`config.mk`:
```
export PLATFORM = sky130hd
export DESIGN_NAME = i2s_tx
export DESIGN_NICKNAME = d
export VERILOG_FILES = /design/src/rtl/i2s_tx.sv
export SDC_FILE = /design/constraint.sdc
export NUM_CORES = 1
export LEC_CHECK = 0
export BUFFER_PORTS_ARGS = -buffer_cell sky130_fd_sc_hd__buf_2
export CAP_MARGIN = 20
export CELL_PAD_IN_SITES_DETAIL_PLACEMENT = 0
export CELL_PAD_IN_SITES_GLOBAL_PLACEMENT = 1
export CORE_MARGIN = 3
export CORE_UTILIZATION = 45
export CTS_CLUSTER_DIAMETER = 100
export CTS_CLUSTER_SIZE = 12
export DETAILED_ROUTE_END_ITERATION = 8
export GPL_TIMING_DRIVEN = 0
export HOLD_SLACK_MARGIN = 0.12
export PLACE_DENSITY = 0.88
export REMOVE_ABC_BUFFERS = 1
export SLEW_MARGIN = 0
export SYNTH_ARGS = -nofsm -noshare
export SYNTH_HDL_FRONTEND = slang
export SYNTH_SLANG_ARGS = --single-unit
export TNS_END_PERCENT = 100
```
`constraint.sdc`:
```
create_clock -name clk -period 4.5 [get_ports clk]
set_input_delay 0.9 -clock clk [delete_from_list [all_inputs] [get_ports clk]]
set_output_delay 0.9 -clock clk [all_outputs]
set_load 0.005 [all_outputs]
```
`src/rtl/i2s_tx.sv`:
```
// Stereo I2S transmitter: takes 16-bit L/R pairs over valid/ready and serializes
// them MSB-first with the standard one-BCLK data delay, generating BCLK/LRCK locally.
`timescale 1ns/1ps
module i2s_tx #(
   parameter int DATA_W    = 16,
   parameter int BCLK_HALF = 2
) (
   input  logic              clk,
   input  logic              reset,
   input  logic [DATA_W-1:0] in_left,
   input  logic [DATA_W-1:0] in_right,
   input  logic              in_valid,
   output logic              in_ready,
   output logic              bclk,
   output logic              lrck,
   output logic              sdata,
   output logic              frame_start,
   output logic              underrun
);

   localparam int FRAME_W = 2 * DATA_W;
   localparam int DIV_W   = (BCLK_HALF > 1) ? $clog2(BCLK_HALF) : 1;
   localparam int CNT_W   = $clog2(FRAME_W);

   localparam logic [DIV_W-1:0] DIV_LAST = DIV_W'(BCLK_HALF - 1);
   localparam logic [CNT_W-1:0] CNT_LAST = CNT_W'(FRAME_W - 1);
   localparam logic [CNT_W-1:0] CNT_HALF = CNT_W'(DATA_W);

   logic [DIV_W-1:0]   r_div_cnt;
   logic [CNT_W-1:0]   r_bit_cnt;
   logic               r_bclk;
   logic               r_lrck;
   logic               r_sdata;
   logic               r_fs;
   logic               r_uf;
   logic               r_full;
   logic               r_last;
   logic [DATA_W-1:0]  r_hold_l;
   logic [DATA_W-1:0]  r_hold_r;
   logic [FRAME_W-1:0] r_frame;

   logic               w_div_end;
   logic               w_fall;
   logic               w_load;
   logic               w_accept;
   logic [CNT_W-1:0]   w_bit_next;
   logic [CNT_W-1:0]   w_sel;

   assign w_div_end  = (r_div_cnt == DIV_LAST);
   assign w_fall     = w_div_end & r_bclk;
   assign w_bit_next = (r_bit_cnt == CNT_LAST) ? '0 : r_bit_cnt + CNT_W'(1);
   assign w_load     = w_fall & (w_bit_next == '0);
   assign w_accept   = in_valid & ~r_full;
   // Slot bit k-1 lives at frame index FRAME_W-k; unused when k wraps to 0.
   assign w_sel      = CNT_LAST - w_bit_next + CNT_W'(1);

   always_ff @(posedge clk or posedge reset) begin
      if (reset) begin
         r_div_cnt <= '0;
         r_bit_cnt <= CNT_LAST;
         r_bclk    <= 1'b0;
         r_lrck    <= 1'b1;
         r_sdata   <= 1'b0;
         r_fs      <= 1'b0;
         r_uf      <= 1'b0;
         r_full    <= 1'b0;
         r_last    <= 1'b0;
         r_hold_l  <= '0;
         r_hold_r  <= '0;
         r_frame   <= '0;
      end else begin
         r_fs <= 1'b0;
         r_uf <= 1'b0;

         if (w_div_end) begin
            r_div_cnt <= '0;
            r_bclk    <= ~r_bclk;
         end else begin
            r_div_cnt <= r_div_cnt + DIV_W'(1);
         end

         if (w_fall) begin
            r_bit_cnt <= w_bit_next;
            r_lrck    <= (w_bit_next >= CNT_HALF);
            if (w_bit_next == '0)
               r_sdata <= r_last;
            else
               r_sdata <= r_frame[w_sel];
            // Keep the right LSB so it can go out after the next frame replaces r_frame.
            if (w_bit_next == CNT_LAST)
               r_last <= r_frame[0];
         end

         if (w_load) begin
            r_fs <= 1'b1;
            if (r_full) begin
               r_frame <= {r_hold_l, r_hold_r};
            end else begin
               r_frame <= '0;
               r_uf    <= 1'b1;
            end
         end

         // Accept only happens when empty and a load only drains when full, so they never collide.
         if (w_accept) begin
            r_hold_l <= in_left;
            r_hold_r <= in_right;
            r_full   <= 1'b1;
         end else if (w_load) begin
            r_full   <= 1'b0;
         end
      end
   end

   assign in_ready    = ~r_full;
   assign bclk        = r_bclk;
   assign lrck        = r_lrck;
   assign sdata       = r_sdata;
   assign frame_start = r_fs;
   assign underrun    = r_uf;

endmodule

```
### Yosys cells after proc, flatten, opt, wreduce, memory -nomap -nowiden

Index checks and enable logic that the tools add are counted.

* add/subtract/negate cells: 4
* $lt $le $gt $ge: 2
* equality and inequality tests: 2
* muxes and demuxes: 11
* bitwise operators: 5
* reductions and logical operators: 3

Operator list (count)
* 2-to-1 mux 32 bit: 1
* adder 5 x 1 -> 5 bit, second input constant: 2
* equality test 5 bit, second input constant: 2
* 2-to-1 mux 1 bit: 8
* < comparator 5 x 6 -> 1 bit, second input constant: 1
* binary-select mux 1 bit (select 5 bit): 1
* greater-or-equal comparator 5 bit, second input constant: 1
* zero test 5 bit: 1
* 2-to-1 mux 5 bit: 1
* subtractor 5 bit, first input constant: 1
* AND 1 bit: 3
* NOT 1 bit: 2
* AND reduction 2 bit: 1
* nonzero test 2 bit: 1
* adder 1 bit, second input constant: 1

* bits in registers: 77
* bits of input ports: 35
* output and inout port bits: 6
* word-level logic and storage cells: 39

### Depth between registers and ports, before layout

* word-level depth: 7
* mapped depth: 15
* gate-level depth less buffers: 13

### Least setup slack after synthesis

Ideal clock, no wire load.

* path type: register to register
* from: reg r_bit_cnt[0]
* to: reg r_sdata, in the netlist sdata
* library setup time: 99 ps
* arrival time: 3037 ps
* data required time: 4401 ps
* setup slack: 1364 ps
* stages on the path, launching flop included: 16
* buffers on the path: 2
* clock period less this slack: 3136 ps
* path through: dfstp_2 ha_1 and3_1 ha_1 or2_1 buf_6 ha_1 buf_2 o21ai_0 and2b_1 ha_1 inv_1 nand2_1 nor3_1 o31a_1 a311oi_1

* cells in the longest elaborated chain, start to end: 7
* elaborated cells between the ends (all ways): 9
* classes of those cells: 3 x add/sub; 1 x eq/ne; 4 x mux; 1 x reduce/logical

Ends and longest elaborated chain
* start: declaration: RTL line 30 `logic [CNT_W-1:0] r_bit_cnt;`
* start signal: assignment: RTL line 83 `r_bit_cnt <= w_bit_next;`
* adder 5 x 1 -> 5 bit / equality test 5 bit (equally long branches): RTL line 51 `assign w_bit_next = (r_bit_cnt == CNT_LAST) ? '0 : r_bit_cnt + CNT_W'(1);`
* 2-to-1 mux 5 bit *: RTL line 51
* subtractor 5 bit: RTL line 55 `assign w_sel = CNT_LAST - w_bit_next + CNT_W'(1);`
* adder 5 x 1 -> 5 bit: RTL line 55
* binary-select mux 1 bit (select 5 bit): RTL line 88 `r_sdata <= r_frame[w_sel];`
* 2-to-1 mux 1 bit (implied by the code): RTL line 88
* 2-to-1 mux 1 bit *: RTL line 85 `if (w_bit_next == '0)`
* end signal: assignment: RTL line 86 `r_sdata <= r_last;`
* end signal: assignment: RTL line 88
* end: declaration: RTL line 33 `logic r_sdata;`

Every way passes the cells marked *; elsewhere a longest branch is shown, timed or not. The select of a mux whose other input is x is not followed.
A chain may end at the register's enable or synchronous reset.

### Worst setup path in the final report

Ends and elaborated chain as after synthesis.

==> run_results.csv <==
group,metric,value,unit
run_status,status,"finished, final reports clean",
synth,synthCells,318,
floorplan,die_w,93.8,um
power,leakagePower,1.89,nW
power,powerDensity,396,nW/um^2
worst_hold_path,min_path_cells,2,
clocking,cts_tree,"done",
synth,synth_top_area_share,51.2,%
global_routing,grt_use_total,16.1,%
power,ir_worst_vdd,0.242,mV
global_routing,grt_max_degree,59,
route,ant_nets,0,
final_layout,diodes,0,
route,first_pass_iters,4,
global_routing,grt_pass1_vias,2417,
final_layout,final_area,4000,sq um
worst_hold_path,hold_path.class,"reg2reg",
global_routing,busiest_layer,"met2",
floorplan,coreArea,7370,sq um
timing,skew,6.24,ps
clocking,cts_sinks,76,
clocking,cts-root-buf,"clkbuf_8",
run,drv_cap,0,
synth,ys_async_sr_fraction,100,%
critical_path,cp.arrival,4330,ps
power,comb_power_share,12.5,%
final_layout,utilization,54.3,%
critical_path,crit_start,"r_bit_cnt[0]",
worst_hold_path,min-delay-start,"r_frame[30]",
clocking,clk_path_buf_depth,2,
synth,synth.distinct_cells,39,
critical_path,critPathRequiredTime,4740,ps
final_layout,final_nets,392,
floorplan,start_util,47.1,%
timing,period_minus_slack,4090,ps
final_layout,area_growth,15.4,%
power,clkPwrFrac,33.5,%
timing,final.period_utilization,91.0,%
clocking,h-tree-depth,3,
clocking,path_clk_slew,80,ps
global_routing,globalRouteMet3Util,4.01,%
placed_design,numPortBuffers,40,
synth,synth-edff-count,0,
floorplan,die_h,93.8,um
timing,finalMaxSlewViolations,0,
final_layout,layout_commonest_cell,"nand2_1",
critical_path,startpoint_type,"flop",
global_routing,use_met1,20.7,%
final_layout,area.sequential,1910,sq um
route,drc,0,
clocking,holdBufCountCts,0,
route,via_per_inst,5.17,
clocking,post_cts_buffers,0,
critical_path,r2r_cells,13,
clocking,post_cts_resized,0,
placed_design,gp_congestion,0.840,
critical_path,rr_startpoint,"r_bit_cnt[0]",
synth,syn_avg_cell_area,10.9,sq um
final_layout,drive_above_1_share,31.4,%
power,power.switching,0.000393,W
clocking,cts_buffers,9,
timing,finalSetupTns,0,ps
route,wl_per_cell,13.8,um
route,drt-initial-drc-count,134,
timing,holdWs,479,ps
placed_design,hpwl,4.31,mm
floorplan,die-area,8800,sq um
final_layout,multi_input_area,1450,sq um
global_routing,globalRouteMet2Util,25.8,%
power,seqPwrFrac,53.9,%
placed_design,dpl-instance-area,3770,sq um
power,internal_power,0.00119,W
synth,yosysSeqAreaShare,55.0,%
synth,yosys_warnings,0,
synth,synth_top_flop_cell,"dfrtp_1",
critical_path,cp_max_fo,14,
critical_path,reg2reg_slack,410,ps
critical_path,crit_type,"reg2reg",
synth,ys_ff_latch,76,
final_layout,layout_common_cells,"nand2_1 (75), dfrtp_1 (71), o21ai_0 (41), buf_2 (40), mux2_2 (33)",
floorplan,rows,31,
timing,rsz0062_at_grt,"false",
route,wl,6.31,mm
timing,hold_viol,0,
clocking,clock_latency,340,ps
floorplan,pin_count,41,
route,vias,2356,
timing,relSlewSlack,39.2,%
timing,clock.fmax,244,MHz
global_routing,grt_overflow_total,0,
timing,setup_slack,406,ps
synth,yosysTopAreaCell,"dfrtp_1",
synth,synth_area_leaders,"dfrtp_1 (51%), mux2_2 (11%), nand2_1 (8.1%), o21ai_0 (5.9%), mux4_2 (3.9%)",
timing,worst_pin_slew,910,ps
synth,netlist_area,3470,sq um
critical_path,end_kind,"flop",
final_layout,nFillCells,687,
power,switching_share,24.8,%
timing,setup_viol,0,
placed_design,place_ws,444,ps
global_routing,antenna_found_initial,0,
global_routing,grt_pass1_wl,11.0,mm
[kinds of logic after synthesis]
kind of cell / share of synthesized area [%]
multiplexers: 17.2
buffers and inverters: 3.64
flip-flops: 55.0
XOR/XNOR: 0.757
adder cells (fa/ha/maj): 1.80
AO/OA/AOI/OAI: 8.29
AND/OR/NAND/NOR: 13.3
[worst max-delay path: stages (launching register included)]
cell and delay [ps]:
dfstp_2 580, ha_1 220, and3_1 180, ha_1 390
or2_1 520, ha_1 590, o21ai_0 270, and2b_1 250
ha_1 200, inv_1 100, nand2_1 90, nor3_1 60
o31a_1 290, a311oi_1 250
[synth_stat cells, drive strengths merged (2+ instances only)]
cell	n
nand2b	2
dfrtp	71
nand3	2
a311oi	2
nor3b	2
mux4	6
buf	5
o21ai	41
or2	3
nor2b	5
mux2	33
dfstp	5
nand2	75
nor3	4
clkbuf	15
mux2i	9
inv	9
nor2	6
xnor2	2
ha	5
[routing by layer]
metal	share of wire [%]	vias to the layer above
li1	-	1148
met2	48	52
met1	45	1140
met5	0	-
met4	2.7	0
met3	4.3	16
[area by class of cell]
class	instances	share of cell area (%)
flip-flops and latches	76	47.7
multi-input cells	213	36.2
repair buffers	43	6.88
clock buffers	10	3.44
well taps	99	3.09
clock inverters	6	1.72
inverters	9	1.03
[registers in the layout (all words and copies together) (netlist names), 5 cells and up]
register / flops
r_hold_l: 16
r_hold_r: 16
r_bit_cnt: 5
r_frame: 32
[power groups by stage]
| stage | Clock (W) | Combinational, W | Sequential [W] |
|---|---|---|---|
| floorplan | 0 | 0.000151 | 0.000851 |
| global placement | 0 | 0.000181 | 0.000868 |
| detailed placement | 0 | 0.000192 | 0.000873 |
| CTS | 0.000548 | 0.000193 | 0.000860 |
| global route | 0.000583 | 0.000231 | 0.000871 |
| finish | 0.000531 | 0.000199 | 0.000854 |
[per-stage QoR]
| stage | cells | total power (W) |
|---|---|---|
| 3_5_place_dp | 439 | 0.00107 |
| 2_1_floorplan | 298 | 0.00100 |
| 4_1_cts | 455 | 0.00160 |
| 3_3_place_gp | 437 | 0.00105 |
| 6_report | 456 | 0.00158 |
| 5_1_grt | 456 | 0.00168 |
[final timing paths]
| check | end |
|---|---|
| worst max register to register | sdata |
| min in group asynchronous | r_div_cnt |
| worst max-delay path | sdata |
| worst min-delay path | r_frame[30] |
| worst min register to register | r_frame[30] |
| max in group asynchronous | r_bit_cnt[1] |
Power figures use the tool's default switching activity.
